File: src/rtl/latch_pkg.sv
// Shared constants and helpers for the latch_pipeline elastic buffer.
package latch_pkg;

    localparam int unsigned LATCH_MAX_DEPTH = 64;

    // Width of an occupancy counter able to hold 0..depth.
    function automatic int unsigned cnt_w(input int unsigned depth);
        return unsigned'($clog2(depth + 1));
    endfunction

endpackage

File: src/rtl/latch_stage.sv
// One storage stage of latch_pipeline: data/valid registers plus the stage's ready term.
module latch_stage
    import latch_pkg::*;
#(
    parameter int unsigned  N    = 32,
    parameter logic [N-1:0] Rval = '0
) (
    input  logic         clk_i,
    input  logic         rst_i,
    input  logic         en_i,
    input  logic         vld_i,
    input  logic [N-1:0] data_i,
    input  logic         nxt_rdy_i,
    output logic         vld_o,
    output logic [N-1:0] data_o
);

    logic         vld_q, vld_d;
    logic [N-1:0] data_q, data_d;
    logic         rdy;

    assign rdy = ~vld_q | nxt_rdy_i;

    always_comb begin
        vld_d  = vld_q;
        data_d = data_q;
        if (en_i && rdy) begin
            vld_d = vld_i;
            // Bubbles leave data alone so the output keeps its last valid word.
            if (vld_i) begin
                data_d = data_i;
            end
        end
    end

    always_ff @(posedge clk_i) begin
        if (rst_i) begin
            vld_q  <= 1'b0;
            data_q <= Rval;
        end else begin
            vld_q  <= vld_d;
            data_q <= data_d;
        end
    end

    assign vld_o  = vld_q;
    assign data_o = data_q;

endmodule

File: src/rtl/latch_pipeline.sv
// DEPTH-stage elastic valid/ready buffer with global freeze enable and programmable reset value.
// Define LATCH_PIPELINE_COUNT_EN to add the `count` occupancy port.
module latch_pipeline
    import latch_pkg::*;
#(
    parameter int unsigned  N     = 32,
    parameter int unsigned  DEPTH = 2,
    parameter logic [N-1:0] Rval  = {N{1'b0}}
) (
    input  logic                      clk,
    input  logic                      rst,
    input  logic                      en,
    input  logic [N-1:0]              d,
    input  logic                      in_valid,
    output logic                      in_ready,
    output logic [N-1:0]              o,
    output logic                      out_valid,
    input  logic                      out_ready
`ifdef LATCH_PIPELINE_COUNT_EN
    ,
    output logic [cnt_w(DEPTH)-1:0]   count
`endif
);

    if (DEPTH < 1 || DEPTH > LATCH_MAX_DEPTH) begin : g_bad_depth
        $error("latch_pipeline: DEPTH must be within 1..64");
    end
    if (DEPTH > 8) begin : g_deep
        $warning("latch_pipeline: DEPTH > 8, combinational ready chain is timing-critical");
    end

    logic [DEPTH-1:0] vld;
    logic [DEPTH-1:0] nxt_rdy;
    logic [N-1:0]     data [DEPTH];

    for (genvar k = 0; k < DEPTH; k++) begin : g_stage
        logic         s_vld;
        logic [N-1:0] s_data;

        if (k == 0) begin : g_head
            assign s_vld  = in_valid;
            assign s_data = d;
        end else begin : g_body
            assign s_vld  = vld[k-1];
            assign s_data = data[k-1];
        end

        // Unrolled ready chain: downstream can take a word unless every later stage is
        // occupied and the consumer stalls. Written from vld directly to keep it loop-free.
        if (k == DEPTH - 1) begin : g_tail
            assign nxt_rdy[k] = out_ready;
        end else begin : g_link
            assign nxt_rdy[k] = out_ready | ~(&vld[DEPTH-1:k+1]);
        end

        latch_stage #(
            .N    (N),
            .Rval (Rval)
        ) u_stage (
            .clk_i     (clk),
            .rst_i     (rst),
            .en_i      (en),
            .vld_i     (s_vld),
            .data_i    (s_data),
            .nxt_rdy_i (nxt_rdy[k]),
            .vld_o     (vld[k]),
            .data_o    (data[k])
        );
    end

    assign in_ready  = en & (~vld[0] | nxt_rdy[0]);
    assign out_valid = en & vld[DEPTH-1];
    assign o         = data[DEPTH-1];

`ifdef LATCH_PIPELINE_COUNT_EN
    localparam int unsigned CntW = cnt_w(DEPTH);

    logic            in_xfer, out_xfer;
    logic [CntW-1:0] count_q, count_d;

    assign in_xfer  = in_valid & in_ready;
    assign out_xfer = out_valid & out_ready;

    always_comb begin
        count_d = count_q;
        if (in_xfer && !out_xfer) begin
            count_d = count_q + CntW'(1);
        end else if (out_xfer && !in_xfer) begin
            count_d = count_q - CntW'(1);
        end
    end

    always_ff @(posedge clk) begin
        if (rst) begin
            count_q <= '0;
        end else begin
            count_q <= count_d;
        end
    end

    assign count = count_q;

`ifndef SYNTHESIS
    count_matches_vld : assert property (@(posedge clk) disable iff (rst)
        count_q == CntW'($countones(vld)));
`endif
`endif

endmodule

File: config.mk
export PLATFORM = sky130hd
export DESIGN_NAME = latch_pipeline
export DESIGN_NICKNAME = d
export VERILOG_FILES = /design/src/rtl/latch_pkg.sv /design/src/rtl/latch_stage.sv /design/src/rtl/latch_pipeline.sv
export SDC_FILE = /design/constraint.sdc
export NUM_CORES = 1
export LEC_CHECK = 0
export CAP_MARGIN = 10
export CORE_MARGIN = 2
export CORE_UTILIZATION = 50
export CTS_BUF_LIST = sky130_fd_sc_hd__clkbuf_16
export DETAILED_ROUTE_END_ITERATION = 6
export GPL_TIMING_DRIVEN = 0
export PLACE_DENSITY = 0.87
export SETUP_SLACK_MARGIN = 0.3
export SLEW_MARGIN = 20
export SYNTH_ARGS = -nofsm -noshare
export SYNTH_HDL_FRONTEND = slang
export SYNTH_HIERARCHICAL = 1
export SYNTH_SLANG_ARGS = --single-unit
File: constraint.sdc
create_clock -name clk -period 1.35 [get_ports clk]
set_input_delay 0.135 -clock clk [delete_from_list [all_inputs] [get_ports clk]]
set_output_delay 0.135 -clock clk [all_outputs]
set_load 0.02 [all_outputs]
Word level (Yosys, flattened, before mapping). Cells that the tools add are included.

Bits in registers: 66. Bits of input ports: 37. Output and inout bits: 34.

Bitwise logic cells: 6. Reductions and logical operators: 4.

Operator list (count): $reduce_and A2 Y1 (2); $and A1 B1 Y1 (2); $logic_and A1 B1 Y1 (2); $not A1 Y1 (2); $or A1 B1 Y1 (2).

Depth between registers and ports, before layout.
Word-level depth: 5. Mapped depth: 5.

By module. The synthesis kept the hierarchy.

Modules (own cells, without submodules): latch_stage (times used 2, cells an instance 145, area an instance 1490.2 sq um); latch_pipeline (times used 1, cells an instance 4, area an instance 32.5 sq um).

Least setup slack after synthesis. Ideal clock, no wire load.

Path type: register to register. From: reg g_stage[1].u_stage.vld_q. To: reg g_stage[0].u_stage.data_q[0]. Setup time: 0.072 ns. Arrival: 1.097 ns. Data required time: 1.278 ns. Slack: 0.181 ns. Stages on the path, launching flop included: 6. Buffers on the path: 1. Cells stage by stage: dfxtp_1 -> nand2b_4 -> inv_1 -> a21oi_4 -> buf_8 -> mux2i_1.

Cells in the longest elaborated chain, start to end: 5.

RTL lines: from (decl) (line latch_stage.sv:18) `logic vld_q, vld_d;`; from (signal assigned) (line latch_stage.sv:41) `vld_q <= vld_d;`; $not A1 Y1 (line latch_pipeline.sv:53) `assign nxt_rdy[k] = out_ready | ~(&vld[DEPTH-1:k+1]);`; $or A1 B1 Y1 (line latch_pipeline.sv:53); via nxt_rdy[0] (line latch_pipeline.sv:33) `logic [DEPTH-1:0] nxt_rdy;`; $or A1 B1 Y1 (line latch_stage.sv:22) `assign rdy = ~vld_q | nxt_rdy_i;`; $logic_and A1 B1 Y1 (line latch_stage.sv:27) `if (en_i && rdy) begin`; $reduce_and A2 Y1 (no source line); to (signal assigned) (line latch_stage.sv:39) `data_q <= Rval;`; to (signal assigned) (line latch_stage.sv:42) `data_q <= data_d;`; to (decl) (line latch_stage.sv:19) `logic [N-1:0] data_q, data_d;`.

The timed path passes the listed nets, and every way through them passes these cells. A chain may end at the register's enable or synchronous reset.

Worst setup path after layout.
From: reg g_stage[1].u_stage.vld_q. To: reg g_stage[0].u_stage.data_q[21].

The elaborated chain is that of the path after synthesis.

==> metrics.yaml <==
floorplanning:
  die_h_um: 81.63
  fp.dieW_um: 81.63
  io_pins: 71
  rows: 28
  die_area_sq_um: 6663
  core_area_sq_um: 5886
  start_util: 0.5119
power_and_ir_drop:
  p_seq_frac: 0.448
  clkPwrFrac: 0.436
  p_comb_frac: 0.116
  intPower_mw: 3.529
  ir_drop_mv: 0.8092
  power-per-cell-area_nw_per_um2: 1089
  p_leak_nw: 1.654
  p_sw_frac: 0.2255
  p_switching_mw: 1.028
  power_mw: 4.557
routing:
  drt-total-wl_um: 6964
  drt-wirelength-per-cell_um: 14.82
  drc: 0
  vias_per_cell: 4.872
  drt_pass1_iterations: 5
  num_vias: 2290
  ant_nets: 0
  drt_iter0_markers: 67
sta:
  maxSlewViolCount: 0
  fmax_mhz: 796.5
  final.setup.worst_slack_ns: 0.09450
  max_slew.worst_pin.slew_ns: 0.3847
  hold_slack_ns: 0.2124
  final.min_clock_period_ns: 1.255
  relSlewSlack: 0.7436
  rsz0062_at_grt: "true"
  finalCritPeriodShare: 0.9300
  clock_skew_ns: 0.003633
  hold_viol: 0
  setup_violations: 0
logic_synthesis:
  syn_area_sq_um: 3013
  syn_inst: 294
  synth-seq-cells: 66
  syn_nets: 331
  syn_area_per_cell_sq_um: 10.25
  synthDistinctLibCells: 13
  synth-seq-area-share: 0.4385
  ys.warnings.count: 6
cts:
  htreeDepth: 3
  cts_tree: "yes"
  cts.sink_count: 66
  cts-root-buf: "clkbuf_16"
  cts.clk_slew.worst_paths_ns: 0.05
  worstSkewPairLatency_ns: 0.32
  numCtsBuffers: 9
  max-clock-path-buffers: 2
  cts-hold-fix-buffers: 0
final_layout:
  antennaDiodeCount: 0
  layout_common_cells: "nand2b_1 (128), mux2i_1 (64), dfxtp_1 (64), buf_2 (33), clkdlybuf4s50_1 (33)"
  final_common_cell: "nand2b_1"
  drive_above_1_share: 0.2025
  utilization: 0.7113
  area_growth_pct: 38.95
  num-nets-final: 428
global_route:
  gr-total-overflow: 0
  grt_pass1_wl_um: 11020
  grt_usage: 0.2230
  grt_max_degree: 11
  grt_pass1_vias: 2319
  antenna_found_initial: 0
hold_path:
  min_path_type: "in2reg"
worst_setup_path:
  crit_type: "reg2reg"
  startpoint_type: "flop"
  worstPathMaxFanout: 10
  cp.arrival_ns: 1.50
  crit_path_end_kind: "flop"
  cp.required_ns: 1.59
place:
  post-place-ws_ns: -0.3643
  dpl.hpwl_um: 4333
  io_buffers: 69
  place_congestion: 0.7442
status:
  status: "complete, no violations"
run:
  cap_viol_max_count: 0
==> through the flow <==
step           area, sq um  cells  TNS, ns
2_1_floorplan         3028    294        0
3_3_place_gp          3812    438   -15.16
3_5_place_dp          3812    438   -17.63
4_1_cts               4259    468        0
5_1_grt               4187    470        0
6_report              4187    470        0
==> cell type report <==
type / instances / area, sq um
sequential: 66 / 1329
clock inverter: 6 / 27.53
multi-input combinational: 205 / 1543
timing repair buffer: 86 / 792.0
fill: 431 / 1699
clock buffer: 9 / 225.2
buffer: 20 / 165.2
inverter: 3 / 11.26
tap: 75 / 93.84
==> critical path, stage by stage (launching register included) <==
cell and delay [ns]:
dfxtp_4 0.36, nand2b_4 0.08, inv_2 0.04, a21oi_4 0.19
buf_4 0.15, buf_12 0.13, mux2i_1 0.21
==> synthesized netlist by cell type <==
cell type / count / area share
nand2b_1: 128 / 0.27
dfxtp_1: 66 / 0.44
mux2i_1: 64 / 0.21
clkbuf_1: 12 / 0.015
buf_8: 6 / 0.030
nand2_1: 6 / 0.0075
inv_1: 3 / 0.0037
a21oi_1: 2 / 0.0033
a21oi_4: 2 / 0.011
buf_2: 2 / 0.0033
and2_2: 1 / 0.0025
nand2b_4: 1 / 0.0046
o21a_1: 1 / 0.0025
==> registers in the layout (all words and copies together), names as in the netlist <==
register                cells
g_stage.u_stage/data_o     64
g_stage.u_stage/vld_o       2
==> cell families (layout without fill, tap and decap cells) <==
logic type      count (synthesis)  after routing  share of synthesized area
buf+inv                        23            124                    0.05191
simple gates                  136            136                     0.2803
flops                          66             66                     0.4385
compound gates                  5              5                    0.01661
mux                            64             64                     0.2126
==> power groups by stage <==
stage | clock [mW] | sequential [mW] | combinational [mW]
global route | 2.10 | 2.05 | 0.564
floorplan | 0 | 2.09 | 0.262
CTS | 2.01 | 2.04 | 0.520
detailed placement | 0 | 2.08 | 0.453
finish | 1.99 | 2.04 | 0.527
global placement | 0 | 2.08 | 0.445
==> path summary, 6_finish.rpt <==
path	start	to	slack, ns	depth (start not counted)
setup / recovery	g_stage[1].u_stage/vld_o	g_stage[0].u_stage/data_o[21]	0.09	6
hold / removal	rst	g_stage[0].u_stage/data_o[27]	0.21	3
setup reg to reg	g_stage[1].u_stage/vld_o	g_stage[0].u_stage/data_o[21]	0.09	6
hold reg to reg	g_stage[1].u_stage/data_o[14]	g_stage[1].u_stage/data_o[14]	0.47	2
==> metal layers <==
| layer | up-vias | share of wire | track usage |
|---|---|---|---|
| li1 | 1137 | - | - |
| met4 | 0 | 0.019 | 0.09000 |
| met3 | 12 | 0.050 | 0.06484 |
| met2 | 61 | 0.50 | 0.3844 |
| met1 | 1080 | 0.43 | 0.2598 |
| met5 | - | 0 | 0 |
==> what timing repair did <==
item,4_1_cts,5_1_grt
setup buffers,11,2
gates cloned,4,0
pin swaps,2,0
gates resized for setup,138,17
endpoints found under the setup margin,98,80
Power figures use the tool's default switching activity.
